## src/rtl/volt_text_buffer_if.sv

```systemverilog
// Handshake and character-read bundle between the reading source, the
// text buffer and the text-drawing stage.
interface volt_text_buffer_if;
    logic        in_valid;
    logic        in_ready;
    logic [3:0]  in_ch;
    logic [11:0] in_mv;
    logic [7:0]  text_xy;
    logic [6:0]  char_code;
    logic        busy;

    modport master (
        output in_valid, in_ch, in_mv, text_xy,
        input  in_ready, char_code, busy
    );

    modport slave (
        input  in_valid, in_ch, in_mv, text_xy,
        output in_ready, char_code, busy
    );
endinterface

```

## src/rtl/volt_text_buffer.sv

```systemverilog
// 16x13 ASCII buffer of "CHnn: d.dddV " rows fed by a double-dabble converter.
// Optional OVERRANGE_FLAG_EN adds a '!' marker in col 12 when mv > OVR_LIMIT.
module volt_text_buffer #(
    parameter int unsigned CHANNELS  = 13,
    parameter int unsigned COLS      = 13,
`ifdef OVERRANGE_FLAG_EN
    parameter int unsigned OVR_LIMIT = 3300,
`endif
    parameter int unsigned ROWS      = 16
) (
    input  logic              pclk,
    input  logic              rst,
    volt_text_buffer_if.slave bus
);
    localparam int unsigned Depth   = ROWS * COLS;
    localparam logic [3:0]  ChanLim = 4'(CHANNELS);
    localparam logic [3:0]  LastCol = 4'(COLS - 1);
    localparam logic [6:0]  Space   = 7'h20;
    localparam logic [6:0]  Zero    = 7'h30;
`ifdef OVERRANGE_FLAG_EN
    localparam logic [3:0]  LastWr  = 4'd4;
`else
    localparam logic [3:0]  LastWr  = 4'd3;
`endif

    typedef enum logic [1:0] {StClear, StIdle, StConvert, StWrite} state_e;

    state_e      state_q, state_d;
    logic [7:0]  addr_q, addr_d;
    logic [3:0]  row_q, row_d;
    logic [3:0]  col_q, col_d;
    logic [3:0]  ch_q, ch_d;
    logic [11:0] bin_q, bin_d;
    logic [15:0] bcd_q, bcd_d;
    logic [3:0]  cnt_q, cnt_d;
`ifdef OVERRANGE_FLAG_EN
    logic [11:0] mv_q, mv_d;
`endif

    logic [6:0]  mem [Depth];
    logic [6:0]  char_q;
    logic        we;
    logic [7:0]  wa;
    logic [6:0]  wd;
    logic [3:0]  wcol;
    logic [7:0]  row_base;
    logic [15:0] bcd_adj;
    logic        in_ready;
    logic        busy;

    function automatic logic [6:0] template_char(input logic [3:0] row, input logic [3:0] col);
        logic [3:0] units;
        units = (row >= 4'd10) ? row - 4'd10 : row;
        if (row >= ChanLim) return Space;
        case (col)
            4'd0:                  return 7'h43;
            4'd1:                  return 7'h48;
            4'd2:                  return (row >= 4'd10) ? 7'h31 : Zero;
            4'd3:                  return Zero + {3'b000, units};
            4'd4:                  return 7'h3A;
            4'd6, 4'd8, 4'd9, 4'd10: return Zero;
            4'd7:                  return 7'h2E;
            4'd11:                 return 7'h56;
            default:               return Space;
        endcase
    endfunction

    function automatic logic [15:0] dd_adjust(input logic [15:0] b);
        logic [15:0] r;
        r = b;
        for (int i = 0; i < 4; i++) begin
            if (r[4*i +: 4] >= 4'd5) r[4*i +: 4] = r[4*i +: 4] + 4'd3;
        end
        return r;
    endfunction

    assign bcd_adj  = dd_adjust(bcd_q);
    assign row_base = 8'({4'b0000, ch_q} * 8'(COLS));

    always_comb begin
        state_d  = state_q;
        addr_d   = addr_q;
        row_d    = row_q;
        col_d    = col_q;
        ch_d     = ch_q;
        bin_d    = bin_q;
        bcd_d    = bcd_q;
        cnt_d    = cnt_q;
`ifdef OVERRANGE_FLAG_EN
        mv_d     = mv_q;
`endif
        we       = 1'b0;
        wa       = addr_q;
        wd       = Space;
        wcol     = 4'd12;
        in_ready = 1'b0;
        busy     = 1'b1;
        unique case (state_q)
            StClear: begin
                // addr_q leaves reset at 0xFF so the first CLEAR write lands the cycle after reset
                addr_d = addr_q + 8'd1;
                if (addr_q < 8'(Depth)) begin
                    we = 1'b1;
                    wd = template_char(row_q, col_q);
                    if (col_q == LastCol) begin
                        col_d = 4'd0;
                        row_d = row_q + 4'd1;
                    end else begin
                        col_d = col_q + 4'd1;
                    end
                    if (addr_q == 8'(Depth - 1)) state_d = StIdle;
                end
            end
            StIdle: begin
                in_ready = 1'b1;
                busy     = 1'b0;
                if (bus.in_valid && bus.in_ch < ChanLim) begin
                    ch_d    = bus.in_ch;
                    bin_d   = bus.in_mv;
                    bcd_d   = '0;
                    cnt_d   = 4'd0;
`ifdef OVERRANGE_FLAG_EN
                    mv_d    = bus.in_mv;
`endif
                    state_d = StConvert;
                end
            end
            StConvert: begin
                bcd_d = {bcd_adj[14:0], bin_q[11]};
                bin_d = {bin_q[10:0], 1'b0};
                cnt_d = cnt_q + 4'd1;
                if (cnt_q == 4'd11) begin
                    cnt_d   = 4'd0;
                    state_d = StWrite;
                end
            end
            StWrite: begin
                we = 1'b1;
                case (cnt_q)
                    4'd0: begin wcol = 4'd6;  wd = Zero + {3'b000, bcd_q[15:12]}; end
                    4'd1: begin wcol = 4'd8;  wd = Zero + {3'b000, bcd_q[11:8]};  end
                    4'd2: begin wcol = 4'd9;  wd = Zero + {3'b000, bcd_q[7:4]};   end
                    4'd3: begin wcol = 4'd10; wd = Zero + {3'b000, bcd_q[3:0]};   end
`ifdef OVERRANGE_FLAG_EN
                    4'd4: begin wcol = 4'd12; wd = (mv_q > 12'(OVR_LIMIT)) ? 7'h21 : Space; end
`endif
                    default: begin wcol = 4'd12; wd = Space; end
                endcase
                wa    = row_base + {4'b0000, wcol};
                cnt_d = cnt_q + 4'd1;
                if (cnt_q == LastWr) begin
                    cnt_d   = 4'd0;
                    state_d = StIdle;
                end
            end
            default: state_d = StClear;
        endcase
    end

    always_ff @(posedge pclk) begin
        if (rst) begin
            state_q <= StClear;
            addr_q  <= 8'hFF;
            row_q   <= 4'd0;
            col_q   <= 4'd0;
            ch_q    <= 4'd0;
            bin_q   <= '0;
            bcd_q   <= '0;
            cnt_q   <= 4'd0;
`ifdef OVERRANGE_FLAG_EN
            mv_q    <= '0;
`endif
        end else begin
            state_q <= state_d;
            addr_q  <= addr_d;
            row_q   <= row_d;
            col_q   <= col_d;
            ch_q    <= ch_d;
            bin_q   <= bin_d;
            bcd_q   <= bcd_d;
            cnt_q   <= cnt_d;
`ifdef OVERRANGE_FLAG_EN
            mv_q    <= mv_d;
`endif
        end
    end

    always_ff @(posedge pclk) begin
        if (we) mem[wa] <= wd;
    end

    always_ff @(posedge pclk) begin
        if (rst) begin
            char_q <= Space;
        end else if (bus.text_xy < 8'(Depth)) begin
            char_q <= mem[bus.text_xy];
        end else begin
            char_q <= Space;
        end
    end

    assign bus.char_code = char_q;
    assign bus.in_ready  = in_ready;
    assign bus.busy      = busy;
endmodule

```

## src/flat_wrapper.sv

```systemverilog
// flat-port wrapper written by rule: the top's interface ports become plain ports
module volt_text_buffer_flat 
#(
    parameter int unsigned CHANNELS  = 13,
    parameter int unsigned COLS      = 13,

    parameter int unsigned ROWS      = 16
)
  (pclk, rst, bus_in_valid, bus_in_ch, bus_in_mv, bus_text_xy, bus_in_ready, bus_char_code, bus_busy);
  volt_text_buffer_if bus_i ();
  input  logic pclk;
  input  logic rst;
  input wire logic [$bits(bus_i.in_valid)-1:0] bus_in_valid;
  input wire logic [$bits(bus_i.in_ch)-1:0] bus_in_ch;
  input wire logic [$bits(bus_i.in_mv)-1:0] bus_in_mv;
  input wire logic [$bits(bus_i.text_xy)-1:0] bus_text_xy;
  output wire logic [$bits(bus_i.in_ready)-1:0] bus_in_ready;
  output wire logic [$bits(bus_i.char_code)-1:0] bus_char_code;
  output wire logic [$bits(bus_i.busy)-1:0] bus_busy;
  assign bus_i.in_valid = bus_in_valid;
  assign bus_i.in_ch = bus_in_ch;
  assign bus_i.in_mv = bus_in_mv;
  assign bus_i.text_xy = bus_text_xy;
  assign bus_in_ready = bus_i.in_ready;
  assign bus_char_code = bus_i.char_code;
  assign bus_busy = bus_i.busy;
  volt_text_buffer #(.CHANNELS(CHANNELS), .COLS(COLS), .ROWS(ROWS)) u_core (.pclk(pclk), .rst(rst), .bus(bus_i));
endmodule
```

## config.mk

```make
export PLATFORM = sky130hd
export DESIGN_NAME = volt_text_buffer_flat
export DESIGN_NICKNAME = d
export VERILOG_FILES = /design/src/rtl/volt_text_buffer_if.sv /design/src/rtl/volt_text_buffer.sv /design/src/flat_wrapper.sv
export SDC_FILE = /design/constraint.sdc
export NUM_CORES = 1
export LEC_CHECK = 0
export ABC_AREA = 1
export CORE_MARGIN = 10
export CORE_UTILIZATION = 36
export CTS_CLUSTER_DIAMETER = 40
export CTS_CLUSTER_SIZE = 30
export DETAILED_ROUTE_END_ITERATION = 8
export PLACE_DENSITY_LB_ADDON = 0.15
export REMOVE_ABC_BUFFERS = 1
export SKIP_CTS_REPAIR_TIMING = 1
export SYNTH_ARGS = -nofsm -noshare
export SYNTH_HDL_FRONTEND = slang
export SYNTH_SLANG_ARGS = --single-unit
```

## constraint.sdc

```tcl
create_clock -name pclk -period 18.6 [get_ports pclk]
set_input_delay 3.72 -clock pclk [delete_from_list [all_inputs] [get_ports pclk]]
set_output_delay 3.72 -clock pclk [all_outputs]
set_load 0.02 [all_outputs]
```

==> metrics.txt, run 1 <==
dpl cell area=66700 um^2; Final Slew Violations=0; RSZ-0062 raised after global routing=false; most frequent cells in the layout=1550 x nand2_1, 1456 x edfxtp_1, 881 x nand3_1; Pleak=26.6 nW; sequential share of the synthesized area=0.695; status=finished, final reports clean; Achievable Freq=0.127 GHz; synthesized instance count=5832; most common flop cell mapped by yosys=edfxtp_1; asr flop ratio synth=0; Hold/Removal Path Class=reg2reg; clock skew=0.0283 ns; CTS tree=done; vias per std cell=5.15; gr usage total=0.187; Num CTS Buffers=221; post-route cell area=74400 um^2; dominant cells by area after synthesis=edfxtp_1 68%, nand2_1 9.0%, nand3_1 6.8%; final wirelength=190000 um; crit path to=u_core.bus.char_code[2]$_SDFF_PP0_; R2R Setup Slk=13.63 ns; critical path type=in2reg; mapped cell area=64600 um^2; YS warnings=0; antenna violations before repair=4; commonest non-fill, non-tap cell in the layout=nand2_1; largest net degree at the start of global routing=185; root buffer cell=clkbuf_16; n_diodes=0; r2r endpoint=u_core.mem[148][5]$_DFFE_PP_; H-tree levels=4; #FFs+latches synth=1517; via count=42.9k; total gr overflow=0; initial core utilization=0.362; clock slew at reported path FFs=0.06 ns; pwr dens=133 nW/um^2; fin nets=5874; Post-DP HPWL=103000 um; Area Growth Syn to Fin=15.1%; PortBufs=35; drt first pass iters=6; core outline area=178000 um^2; gp weighted congestion=0.785; WL/cell=22.7 um; # DRC=0; clock sinks=1517; final hold vios=0; top cell type's share of synthesized area=0.677; Post-synth EDFFs=1456; antenna viol nets, final=0; Die Y=444 um; area leader, netlist=edfxtp_1; setup violators final=0; Final Critical Period=7.88 ns; Setup crit start kind=input pin; crit share post-route=0.424; share of layout cells above drive strength 1=0.0863; clk buf depth=3; Register Area=44900 um^2; clk_lat worst skew=0.84 ns; Critical Path Fanout Max=176; Reg2Reg Depth=16; Mapped Avg Cell Area=11.1 um^2; Filler cells=16.9k; global-route wire length before repair=282000 um; Slew HR=0.205; Die X=444 um; Core Util, Final=0.417; Worst Setup End Kind=register; Fin Setup TNS=0 ns; row cnt=155; multi-input logic area=16900 um^2; DRT iter0 DRCs=3807; DIE AREA=197000 um^2; CP startpoint=bus_text_xy[0]; vias in the first global route=41.9k; reg2reg start=u_core.cnt_q[1]$_SDFFE_PP0P_; I/O pins=36; Max VDD drop=0.167 mV; Max Cap Violations=0; Arrival @ worst endpoint=8.65 ns; Worst-Margin Slew=1.19 ns; Worst EP required=19.37 ns; Cell variety after synth=47
==> power by group <==
group          internal (mW)  switching [mW]
Combinational          0.234            1.13
Sequential              4.24          0.0279
Clock                   2.67            1.62
Total                   7.14            2.78
==> cells in the mapped netlist (all sizes together) (6+ instances only) <==
cell	number
nor2	690
edfxtp	1456
a31oi	12
clkbuf	94
dfxtp	61
a211oi	6
ha	49
o21ai	288
nor3	6
nand2	1557
xor2	11
o22ai	8
buf	265
a21oi	93
nand3	896
o211ai	55
o221ai	12
inv	249
==> layout make-up <==
type	instances	share of cell area
Clock inverter	166	0.0254
Clock buffer	250	0.0778
Tap cell	2355	0.0396
Inverter	254	0.0133
Sequential cell	1517	0.604
Multi-Input combinational cell	3702	0.227
Timing Repair Buffer	100	0.0131
==> cells by family (layout without fill, tap and decap cells) <==
| group | count (synthesis) | count (layout) | synth area share |
|---|---|---|---|
| simple gates | 3154 | 3154 | 0.206 |
| flops | 1517 | 1517 | 0.695 |
| buf+inv | 613 | 770 | 0.0451 |
| compound gates | 480 | 480 | 0.0412 |
| xor+xnor | 15 | 15 | 0.00203 |
| fa+ha+maj | 51 | 51 | 0.0101 |
| mux | 2 | 2 | 0.000310 |
==> flip-flops by register name (all words and copies together) (netlist names) <==
register              cells
u_core.mem             1456
u_core.row_q              4
u_core.addr_q             8
u_core.cnt_q              4
u_core.bin_q             12
u_core.state_q            2
u_core.ch_q               4
u_core.bus.char_code      7
u_core.bcd_q             16
u_core.col_q              4
==> worst min-delay path by stage <==
stage / start / to / cells past startpoint
after floorplan: u_core.bin_q[0]$_SDFFE_PP0P_ / u_core.bin_q[0]$_SDFFE_PP0P_ / 2
after global placement: u_core.bin_q[0]$_SDFFE_PP0P_ / u_core.bin_q[0]$_SDFFE_PP0P_ / 2
after detailed placement: u_core.bin_q[11]$_SDFFE_PP0P_ / u_core.bcd_q[0]$_SDFFE_PP0P_ / 2
after CTS: u_core.bin_q[11]$_SDFFE_PP0P_ / u_core.bcd_q[0]$_SDFFE_PP0P_ / 2
after global routing: u_core.bin_q[11]$_SDFFE_PP0P_ / u_core.bcd_q[0]$_SDFFE_PP0P_ / 2
final: u_core.bin_q[11]$_SDFFE_PP0P_ / u_core.bcd_q[0]$_SDFFE_PP0P_ / 2
==> per-stage QoR <==
step	hold WS [ns]	power, mW	cells	setup WS, ns
floorplan	0.435	5.18	5473	4.46
global placement	0.454	5.70	7928	9.95
detailed placement	0.458	5.71	7928	9.97
CTS	0.468	10.0	8344	10.86
global route	0.489	10.3	8344	10.48
finish	0.463	9.92	8344	10.72
==> worst max-delay path: stages <==
cell and delay, ns:
buf_8 0.21, inv_8 0.60, buf_12 0.60, buf_4 0.93, buf_12 0.62, nand2_1 0.11
nand3_1 0.10, nand3_1 0.10, nand2_1 0.12, nand2_1 0.07, nand3_1 0.23, o211ai_1 0.28
nand2_1 0.17, nand2_1 0.06, a21oi_1 0.14
==> routing by layer <==
layer	wire, um	vias up	global-route usage
met5	0	-	0
met4	4060	0	0.0499
met3	9700	257	0.0262
met2	89100	1209	0.303
met1	86800	21300	0.264
li1	-	20200	-
Note: power is estimated with default switching activity, not from simulation.
==> inputs of run 2 (changes only) <==
==> constraint.sdc (replaced) <==
create_clock -name pclk -period 7.2 [get_ports pclk]
set_input_delay 1.44 -clock pclk [delete_from_list [all_inputs] [get_ports pclk]]
set_output_delay 1.44 -clock pclk [all_outputs]
set_load 0.02 [all_outputs]
==> run 2 against run 1 <==
Effect of this change: the flow now finishes with violations (max-slew violations); flip-flop and latch count unchanged; register-to-register slack got worse by 12 ns; combinational power rose to 2.7 times the previous value; core utilization about the same; routed wire length shrank 0.35%; clock power increased to 2.5 times the previous value; sequential power rose to 2.6 times the previous value; setup slack lost 8.7 ns; final area about the same; critical endpoint is now u_core.mem[20][1]$_DFFE_PP_; largest power group is now registers; highest routed layer is now met5.
==> metrics.txt, run 2 (same netlist as run 1, synthesis figures left out) <==
status=finished, violations left; failing checks=max-slew violations; Placed Cells=7925 (-0.038%); reg2reg start=u_core.cnt_q[2]$_SDFFE_PP0P_; Die Y=444 um (unchanged); initial core utilization=0.362 (unchanged); Slew HR=-0.000202 (-0.205); Pint=18.2 mW (+160%); final wirelength=189000 um (-0.35%); WL/cell=22.7 um (-0.20%); Worst-Margin Slew=1.50 ns (+0.312 ns); CP startpoint=u_core.cnt_q[2]$_SDFFE_PP0P_; Global Route met3 Usage=0.0281 (+0.00185); Layout Cells excl Fill=8331 (-0.16%); Setup crit start kind=register; Register Area=44900 um^2 (unchanged); CTS tree=done; Worst EP required=7.65 ns (-11.72 ns); max FFs per register=1456 (unchanged); busiest layer in global routing=met2; R2R Setup Slk=2.05 ns (-11.58 ns); most frequent cells in the layout=1548 x nand2_1, 1456 x edfxtp_1, 881 x nand3_1; Max Cap Violations=0 (unchanged); pwr dens=345 nW/um^2 (+160%); clk buf depth=3 (unchanged); clock skew=0.0529 ns (+0.0245 ns); Filler cells=17.1k (+1.0%); Final Critical Period=5.15 ns; Achievable Freq=0.194 GHz; clk_lat worst skew=0.84 ns (about the same); Fin Setup TNS=0 ns (unchanged); Worst Setup End Kind=register; DIE AREA=197000 um^2 (unchanged); Critical Path Fanout Max=8 (-95%); root buffer cell=clkbuf_16; Arrival @ worst endpoint=5.60 ns (-3.05 ns); via count=43.0k (+0.16%); crit share post-route=0.715; Switch Pwr=7.42 mW (+170%); I/O pins=36 (unchanged); Reg2Reg Depth=16 (unchanged); gp weighted congestion=0.822 (+4.7%); Die X=444 um (unchanged); Area Growth Syn to Fin=15.0% (about the same); share of layout cells above drive strength 1=0.0894 (+0.00303); Clock power frac=0.426 (-0.006); Post-DP HPWL=106000 um (+3.5%); r2r endpoint=u_core.mem[20][1]$_DFFE_PP_; crit path to=u_core.mem[20][1]$_DFFE_PP_; clock slew at reported path FFs=0.06 ns (about the same); routing usage on met1=0.263 (-0.00120); vias per std cell=5.16 (+0.32%); Final Slew Violations=2 (+2); Num CTS Buffers=215 (-2.7%); clock sinks=1517 (unchanged); final hold vios=0 (unchanged); Seq pwr share=0.430 (about the same); gr usage total=0.187 (-0.000502); critical path type=reg2reg; core outline area=178000 um^2 (unchanged); H-tree levels=4 (unchanged); Tot Pwr=25.6 mW (+160%); DRT iter0 DRCs=3792 (-0.39%); Hold/Removal Path Class=reg2reg; drt first pass iters=6 (unchanged); total gr overflow=0 (unchanged); Net Sw Frac=0.289 (+0.00925); multi-input logic area=16900 um^2 (about the same); # DRC=0 (unchanged); setup violators final=0 (unchanged); n_diodes=0 (unchanged); PortBufs=35 (unchanged); Pleak=26.6 nW (-0.13%); antenna violations before repair=3 (-1); vias in the first global route=42.7k (+1.9%); Hold Path Origin=u_core.bin_q[0]$_SDFFE_PP0P_; commonest non-fill, non-tap cell in the layout=nand2_1; row cnt=155 (unchanged); Max VDD drop=0.486 mV (+190%); antenna viol nets, final=0 (unchanged); global-route wire length before repair=281000 um (-0.43%); Gate power share=0.144 (+0.007); M2 GR Usage=0.298 (-0.00455); fin nets=5865 (-0.15%); largest registers=u_core.mem: 1456 flops, u_core.bcd_q: 16 flops, u_core.bin_q: 12 flops; Reg with most FFs=u_core.mem; RSZ-0062 raised after global routing=false; largest net degree at the start of global routing=168 (-9.2%)
-- run 2: cell count changes in the layout (fill, tap and decap cells not counted), moves of 7 or more --
| cell | change |
|---|---|
| buf_12 | +9 |
| buf_4 | -12 |
| clkbuf_1 | -10 |
| clkbuf_16 | -8 |
| clkinv_1 | -18 |
| inv_6 | +18 |
| inv_8 | +7 |
-- run 2: worst min-delay path by stage --
stage / end / slack, ns / cells after the start
after CTS: u_core.bin_q[1]$_SDFFE_PP0P_ / 0.46 / 2
after global placement: u_core.bin_q[0]$_SDFFE_PP0P_ / 0.46 / 2
after global routing: u_core.bin_q[1]$_SDFFE_PP0P_ / 0.48 / 2
final: u_core.bin_q[1]$_SDFFE_PP0P_ / 0.46 / 2
after floorplan: u_core.bin_q[0]$_SDFFE_PP0P_ / 0.44 / 2
after detailed placement: u_core.bin_q[6]$_SDFFE_PP0P_ / 0.46 / 2
-- run 2: per-stage QoR --
| stage | worst slack (ns) | area [um^2] | utilization | hold slack [ns] |
|---|---|---|---|---|
| floorplan | -6.94 | 62700 | - | 0.435 |
| global placement | 1.76 | 66800 | 0.374 | 0.456 |
| detailed placement | 2.16 | 66800 | 0.374 | 0.460 |
| CTS | 2.16 | 74300 | 0.417 | 0.457 |
| global route | 1.82 | 74300 | 0.417 | 0.485 |
| finish | 2.05 | 74300 | 0.417 | 0.458 |
-- run 2: layout make-up --
| type | instances | area share |
|---|---|---|
| Inverter | 254 | 0.0133 |
| Tap cell | 2355 | 0.0396 |
| Timing Repair Buffer | 97 | 0.0143 |
| Clock buffer | 230 | 0.0743 |
| Sequential cell | 1517 | 0.605 |
| Clock inverter | 176 | 0.0271 |
| Multi-Input combinational cell | 3702 | 0.227 |
-- run 2: power by group through the flow --
stage                     combinational, mW  sequential, mW  clock, mW
after floorplan                        1.75            11.5          0
after global placement                 3.73            11.2          0
after detailed placement               3.73            11.2          0
after CTS                              3.74            11.0       11.1
after global routing                   4.01            11.0       11.5
final                                  3.68            11.0       10.9
-- run 2: worst max-delay path, stage by stage, from the launching register on --
cell	delay (ns)
dfxtp_1	0.34
nor2_1	0.21
inv_1	0.08
nor2_1	0.15
inv_1	0.13
nand3_1	0.13
nor2_1	0.08
fa_1	0.55
inv_1	0.05
ha_1	0.33
a21oi_1	0.08
o21ai_0	0.08
o21ai_0	0.32
nor2_1	0.44
nand2_1	0.61
buf_4	0.48
nor2_1	0.71
-- run 2: routing by layer --
metal	vias up	part of all wire
li1	20100	-
met3	299	0.055
met1	21300	0.46
met2	1307	0.46
met4	2	0.027
met5	-	0.000037
